File: config.mk
export PLATFORM = sky130hd
export DESIGN_NAME = deser_16_right_rx
export DESIGN_NICKNAME = d
export VERILOG_FILES = /design/src/rtl/deser_pkg.sv /design/src/rtl/deser_word_fifo.sv /design/src/rtl/deser_16_right_rx.sv
export SDC_FILE = /design/constraint.sdc
export NUM_CORES = 1
export LEC_CHECK = 0
export CORE_ASPECT_RATIO = 0.6
export CORE_MARGIN = 2
export CORE_UTILIZATION = 39
export CTS_CLUSTER_SIZE = 10
export DETAILED_ROUTE_END_ITERATION = 8
export GPL_TIMING_DRIVEN = 1
export PLACE_DENSITY = 0.55
export SYNTH_ARGS = -nofsm -noshare
export SYNTH_HDL_FRONTEND = slang
export SYNTH_HIERARCHICAL = 1
export SYNTH_SLANG_ARGS = --single-unit
File: constraint.sdc
create_clock -name Clock -period 5.3 [get_ports Clock]
set_clock_uncertainty 0.2 [all_clocks]
set_input_delay 1.06 -clock Clock [delete_from_list [all_inputs] [get_ports Clock]]
set_output_delay 1.06 -clock Clock [all_outputs]
set_load 0.05 [all_outputs]
File: src/rtl/deser_pkg.sv
// rtl/deser_pkg.sv - shared types, defaults and helpers for the 16-bit deserializer
package deser_pkg;

    localparam int WIDTH_DEF = 16;

    typedef enum logic {
        IDLE = 1'b0,
        RECV = 1'b1
    } state_t;

    function automatic int clog2(input int n);
        int r;
        r = 0;
        for (int i = 0; i < 31; i++) begin
            if ((1 << i) < n) r = i + 1;
        end
        return r;
    endfunction

endpackage

File: src/rtl/deser_word_fifo.sv
// rtl/deser_word_fifo.sv - small completed-word FIFO with registered head output
module deser_word_fifo
    import deser_pkg::*;
#(
    parameter int WIDTH      = WIDTH_DEF,
    parameter int FIFO_DEPTH = 2
) (
    input  logic             clk,
    input  logic             rst_n,
    input  logic             clr,
    input  logic             push,
    input  logic [WIDTH-1:0] push_data,
    input  logic             pop,
    output logic             full,
    output logic             empty,
    output logic             drop,
    output logic [WIDTH-1:0] head
);

    localparam int AW = clog2(FIFO_DEPTH);

    logic [WIDTH-1:0] mem_q [FIFO_DEPTH];
    logic [WIDTH-1:0] mem_d [FIFO_DEPTH];
    logic [AW:0]      wr_q, wr_d, rd_q, rd_d;
    logic [WIDTH-1:0] head_q, head_d;
    logic             do_pop, do_push;

    assign empty = (wr_q == rd_q);
    assign full  = (wr_q[AW] != rd_q[AW]) && (wr_q[AW-1:0] == rd_q[AW-1:0]);
    assign head  = head_q;

    always_comb begin
        mem_d   = mem_q;
        wr_d    = wr_q;
        rd_d    = rd_q;
        do_pop  = pop & ~empty;
        // a pop frees its slot first, so a full FIFO still accepts a same-edge push
        do_push = push & (~full | do_pop);
        drop    = push & full & ~do_pop;
        if (do_push) begin
            mem_d[wr_q[AW-1:0]] = push_data;
            wr_d                = wr_q + 1'b1;
        end
        if (do_pop) begin
            rd_d = rd_q + 1'b1;
        end
        head_d = (wr_d != rd_d) ? mem_d[rd_d[AW-1:0]] : '0;
        if (clr) begin
            wr_d   = '0;
            rd_d   = '0;
            head_d = '0;
        end
    end

    always_ff @(posedge clk or negedge rst_n) begin
        if (!rst_n) begin
            wr_q   <= '0;
            rd_q   <= '0;
            head_q <= '0;
            for (int i = 0; i < FIFO_DEPTH; i++) mem_q[i] <= '0;
        end else begin
            wr_q   <= wr_d;
            rd_q   <= rd_d;
            head_q <= head_d;
            mem_q  <= mem_d;
        end
    end

endmodule

File: src/rtl/deser_16_right_rx.sv
// rtl/deser_16_right_rx.sv - LSB-first serial-to-parallel receiver with word FIFO and sticky flags
module deser_16_right_rx
    import deser_pkg::*;
#(
    parameter int WIDTH      = WIDTH_DEF,
    parameter int FIFO_DEPTH = 2
) (
    input  logic             Clock,
    input  logic             AclrN,
    input  logic             Sclr,
    input  logic             SerIn,
    input  logic             SerValid,
    input  logic             FrameStart,
    output logic [WIDTH-1:0] Word,
    output logic             WordValid,
    input  logic             WordReady,
    output logic             FrameErr,
    output logic             Overrun,
    input  logic             ClrFlags
);

    localparam int CW = clog2(WIDTH);

    state_t           state_q, state_d;
    logic [CW-1:0]    cnt_q, cnt_d;
    logic [WIDTH-1:0] sreg_q, sreg_d;
    logic [WIDTH-1:0] shifted;
    logic             frame_err_q, frame_err_d;
    logic             overrun_q, overrun_d;
    logic             push, frame_set;
    logic             fifo_full, fifo_empty, fifo_drop;

    assign shifted = {SerIn, sreg_q[WIDTH-1:1]};

    always_comb begin
        state_d   = state_q;
        cnt_d     = cnt_q;
        sreg_d    = sreg_q;
        push      = 1'b0;
        frame_set = 1'b0;
        if (SerValid) begin
            case (state_q)
                IDLE: begin
                    if (FrameStart) begin
                        sreg_d  = shifted;
                        cnt_d   = CW'(1);
                        state_d = RECV;
                    end
                end
                RECV: begin
                    sreg_d = shifted;
                    if (FrameStart) begin
                        // restart: stale partial bits shift out before the word completes
                        frame_set = 1'b1;
                        cnt_d     = CW'(1);
                    end else if (cnt_q == CW'(WIDTH - 1)) begin
                        push    = 1'b1;
                        cnt_d   = '0;
                        state_d = IDLE;
                    end else begin
                        cnt_d = cnt_q + 1'b1;
                    end
                end
                default: state_d = IDLE;
            endcase
        end
        frame_err_d = frame_set | (frame_err_q & ~ClrFlags);
        overrun_d   = fifo_drop | (overrun_q & ~ClrFlags);
        if (Sclr) begin
            state_d     = IDLE;
            cnt_d       = '0;
            sreg_d      = '0;
            frame_err_d = 1'b0;
            overrun_d   = 1'b0;
        end
    end

    always_ff @(posedge Clock or negedge AclrN) begin
        if (!AclrN) begin
            state_q     <= IDLE;
            cnt_q       <= '0;
            sreg_q      <= '0;
            frame_err_q <= 1'b0;
            overrun_q   <= 1'b0;
        end else begin
            state_q     <= state_d;
            cnt_q       <= cnt_d;
            sreg_q      <= sreg_d;
            frame_err_q <= frame_err_d;
            overrun_q   <= overrun_d;
        end
    end

    deser_word_fifo #(
        .WIDTH      (WIDTH),
        .FIFO_DEPTH (FIFO_DEPTH)
    ) u_fifo (
        .clk       (Clock),
        .rst_n     (AclrN),
        .clr       (Sclr),
        .push      (push),
        .push_data (shifted),
        .pop       (WordReady),
        .full      (fifo_full),
        .empty     (fifo_empty),
        .drop      (fifo_drop),
        .head      (Word)
    );

    assign WordValid = ~fifo_empty;
    assign FrameErr  = frame_err_q;
    assign Overrun   = overrun_q;

endmodule

* Word level (Yosys, flattened, before mapping)
Index checks and enable logic that the tools add are counted.
Storage, ports and cells: flip-flop bits (word level) 75, input bits 8, output and inout port bits 19, logic and storage cells 79
Operators by class: add/subtract/negate cells 3, $lt $le $gt $ge 3, equal/unequal tests 6, muxes and demuxes 37, bitwise gates (word level) 16, reductions and logical operators 4
Operators with widths (number):
- 2-to-1 mux 16 bit | 9
- bitwise mux 32 bit | 1
- 2-to-1 mux 32 bit | 1
- case mux 16 bit (2 select lines) | 1
- 2-to-1 mux 4 bit | 5
- demux 16 bit (select 1 bit) | 1
- 2-to-1 mux 1 bit | 13
- 2-to-1 mux 2 bit | 4
- case mux 4 bit (2 select lines) | 1
- bitwise AND 1 bit | 6
- inverter 1 bit | 5
- adder 2 x 1 -> 2 bit (second input constant) | 2
- adder 4 x 1 -> 4 bit (second input constant) | 1
- == test 4 bit (second input constant) | 1
- greater-or-equal comparator 2 bit (second input constant) | 2
- inverter 1 -> 2 bit | 2
- inequality test 3 bit (second input constant) | 1
- OR 1 bit | 3
- == test 2 bit | 1
- logical AND 1 bit | 2
- < comparator 2 x 1 -> 1 bit (second input constant) | 1
- inequality test 2 bit | 1
- case mux 1 bit (2 select lines) | 1
- AND reduction 2 bit | 1
- 3 further kinds | 3

* Logic depth before layout (Yosys ltp)
depth in word-level cells 12, mapped depth 8

* Cells and area by module
Netlist, hierarchy kept.
Modules (own cells, without submodules):
- deser_word_fifo | instances 1, cells an instance 176, area each 2294.7 um^2, sequential area each 1301.2 um^2
- deser_16_right_rx | instances 1, cells an instance 72, area each 939.7 um^2, sequential area each 550.5 um^2

* Worst setup path after synthesis
No wires, ideal clock.
path type input to register, start point input FrameStart, end point register u_fifo.head_q[10] (netlist: u_fifo/head[10]), setup time 121 ps, arrival 2654 ps, data required time 4979 ps, path slack 2325 ps, cell stages on the path 8, buffers on the path 1, cell sequence and3b_2 and4_1 nand2_1 a31oi_4 buf_6 mux2_2 nor2_1 nor3b_2
RTL lines:
- start: declaration | line deser_16_right_rx.sv:13 | input logic FrameStart,
- end signal: assignment | line deser_word_fifo.sv:59 | head_q <= '0;
- end signal: assignment | line deser_word_fifo.sv:64 | head_q <= head_d;
- end: declaration | line deser_word_fifo.sv:25 | logic [WIDTH-1:0] head_q, head_d;

==> flow_summary_export.csv <==
group,metric,value,unit
outcome,status,"completed",
layout,fillCellCount,730,
die,core_area,7945,sq um
synthesis,synth_area_per_cell,13.07,sq um
timing,min_period_over_period,67.43,%
global_routing,grt_pass1_vias,1955,
synthesis,syn_nets,256,
clock_network,post_cts_buffers,0,
clock_network,cts_buffers,9,
timing,worst_pin_slew,0.9182,ns
layout,final_common_cell,"dfrtp_1",
drt,ant_nets,0,
setup_path,worst_setup_path_start_kind,"input port",
die,dieArea,9045,sq um
clock_network,path_clk_slew,0.06,ns
global_routing,grt_pass1_wl,10290,um
drt,wirelength,6157,um
clock_network,htree_levels,3,
place,port_buffers,26,
power,peakVddDrop,0.1658,mV
drt,drtIter0Drc,87,
setup_path,regToRegSetupSlack,2.59,ns
timing,setup_ws,1.726,ns
layout,diodes,0,
worst_hold_path,hp-start,"u_fifo/mem_q[21]",
drt,routed-via-count,1904,
timing,final_hold_viol_count,0,
power,powerDensity,331.2,nW/um^2
timing,fin_tns_setup,0,ns
worst_hold_path,hold_end,"u_fifo/mem_q[21]",
synthesis,syn_area,3228,sq um
setup_path,path_class,"in2reg",
drt,drt_pass1_iterations,4,
setup_path,path_cells,"clkdlybuf4s50_1 -> and3b_2 -> and4_1 -> nand2_1 -> a31oi_4 -> mux2_2 -> nor2_1 -> nor3b_2",
setup_path,crit_start,"SerValid",
die,die_h,74.47,um
clock_network,cts_tree,"yes",
drt,drc,0,
drt,viasPerCell,4.945,
layout,drive_above_1_share,26.71,%
setup_path,r2r_end,"u_fifo/head[8]",
power,power,1.270,mW
place,gp_congestion,0.7806,
clock_network,ctsResizeCount,0,
clock_network,holdBufCountCts,0,
layout,mostFrequentLayoutCells,"74 x dfrtp_1, 43 x nor2_1, 32 x mux2_2, 25 x clkdlybuf4s50_1",
clock_network,max-clock-path-buffers,2,
clock_network,insertion_delay,0.33,ns
place,dp_slack,1.356,ns
setup_path,slowest_delay,0.60,ns
die,ioPinCount,27,
setup_path,cp_max_fo,17,
setup_path,slowest_stage,"clkdlybuf4s50_1",
global_routing,globalRouteOverflowTotal,0,
timing,maxSlewHeadroom,38.79,%
clock_network,cts_root_buffer,"clkbuf_16",
timing,rsz0062_at_grt,"false",
flow_run,cap_violations,0,
synthesis,netlist_instances,247,
clock_network,clock_sinks,74,
worst_hold_path,min_path_cells,1,
layout,final_nets,282,
setup_path,end_kind,"register",
die,start_util,40.63,%
timing,fmax,279.8,MHz
die,die_x,121.5,um
setup_path,crit_required,5.32,ns
setup_path,worstPathArrival,3.59,ns
setup_path,r2r-start,"cnt_q[0]",
timing,drv_slew,0,
global_routing,grt_max_degree,75,
setup_path,ff2ff_path_depth,7,
worst_hold_path,hold_class,"reg2reg",
layout,synthToLayoutAreaGrowth,18.80,%
place,dpl.hpwl,3630,um
power,power_leakage,1.774,nW
timing,setup_viol,0,
timing,fin_crit,3.574,ns
drt,drt-wirelength-per-cell,15.99,um
global_routing,track_usage,15.48,%
synthesis,ys_warn_count,6,
die,rows,25,
global_routing,antenna_found_initial,0,
-- routing by layer --
metal / part of all wire (%) / wire length, um / global-route usage, % / vias to the layer above
li1: - / - / - / 924
met1: 54 / 3322 / 22.53 / 945
met2: 40 / 2447 / 20.85 / 26
met3: 4.6 / 285 / 5.521 / 9
met4: 1.6 / 101 / 6.513 / 0
met5: 0 / 0 / 0 / -
-- final cells by class --
class	count	area [sq um]	share of cell area [%]
clock buffer	13	270.3	7.047
clock inverter	2	35.03	0.9135
inverter	6	22.52	0.5873
multi-input combinational	155	1255	32.72
sequential	74	1852	48.29
tap	108	135.1	3.524
timing repair buffer	27	265.3	6.917
-- flip-flops by register name, indices dropped and copies added (netlist names) --
| name | flops |
|---|---|
| u_fifo/wr_q | 2 |
| u_fifo/mem_q | 32 |
| u_fifo/rd_q | 2 |
| Overrun | 1 |
| state_q | 1 |
| FrameErr | 1 |
| u_fifo/head | 16 |
| cnt_q | 4 |
| sreg_q | 15 |
-- power breakdown --
part	switching, mW	internal, mW	total, mW	leakage, nW
Sequential	0.00519	0.570	0.576	1.03
Combinational	0.0566	0.0249	0.0815	0.593
Clock	0.214	0.399	0.613	0.152
-- worst max-delay path by stage --
stage                                  to  slack (ns)  cells past startpoint
after floorplan           u_fifo/head[10]        2.33                      8
after global placement    u_fifo/head[14]        1.41                      8
after detailed placement  u_fifo/head[14]        1.36                      8
after CTS                 u_fifo/head[14]        1.70                      8
after global routing       u_fifo/head[6]        1.54                      8
final                      u_fifo/head[8]        1.73                      8
-- metrics by stage --
step           hold WS [ns]  util, %  cells  cell area [sq um]
5_1_grt              0.3102    48.27    385               3835
4_1_cts              0.2972    48.27    385               3835
3_3_place_gp         0.2778    44.43    370               3530
2_1_floorplan        0.2724        -    247               3228
3_5_place_dp         0.2853    44.43    370               3530
6_report             0.2923    48.27    385               3835
-- worst max-delay path, delay by kind of cell --
kind                   cells  cell delay [ns]
buffers and inverters      1             0.60
AOI/OAI and AO/OA          1             0.56
and+or+nand+nor            5             0.95
muxes                      1             0.42
No activity file was read; power rests on OpenSTA's default activity.
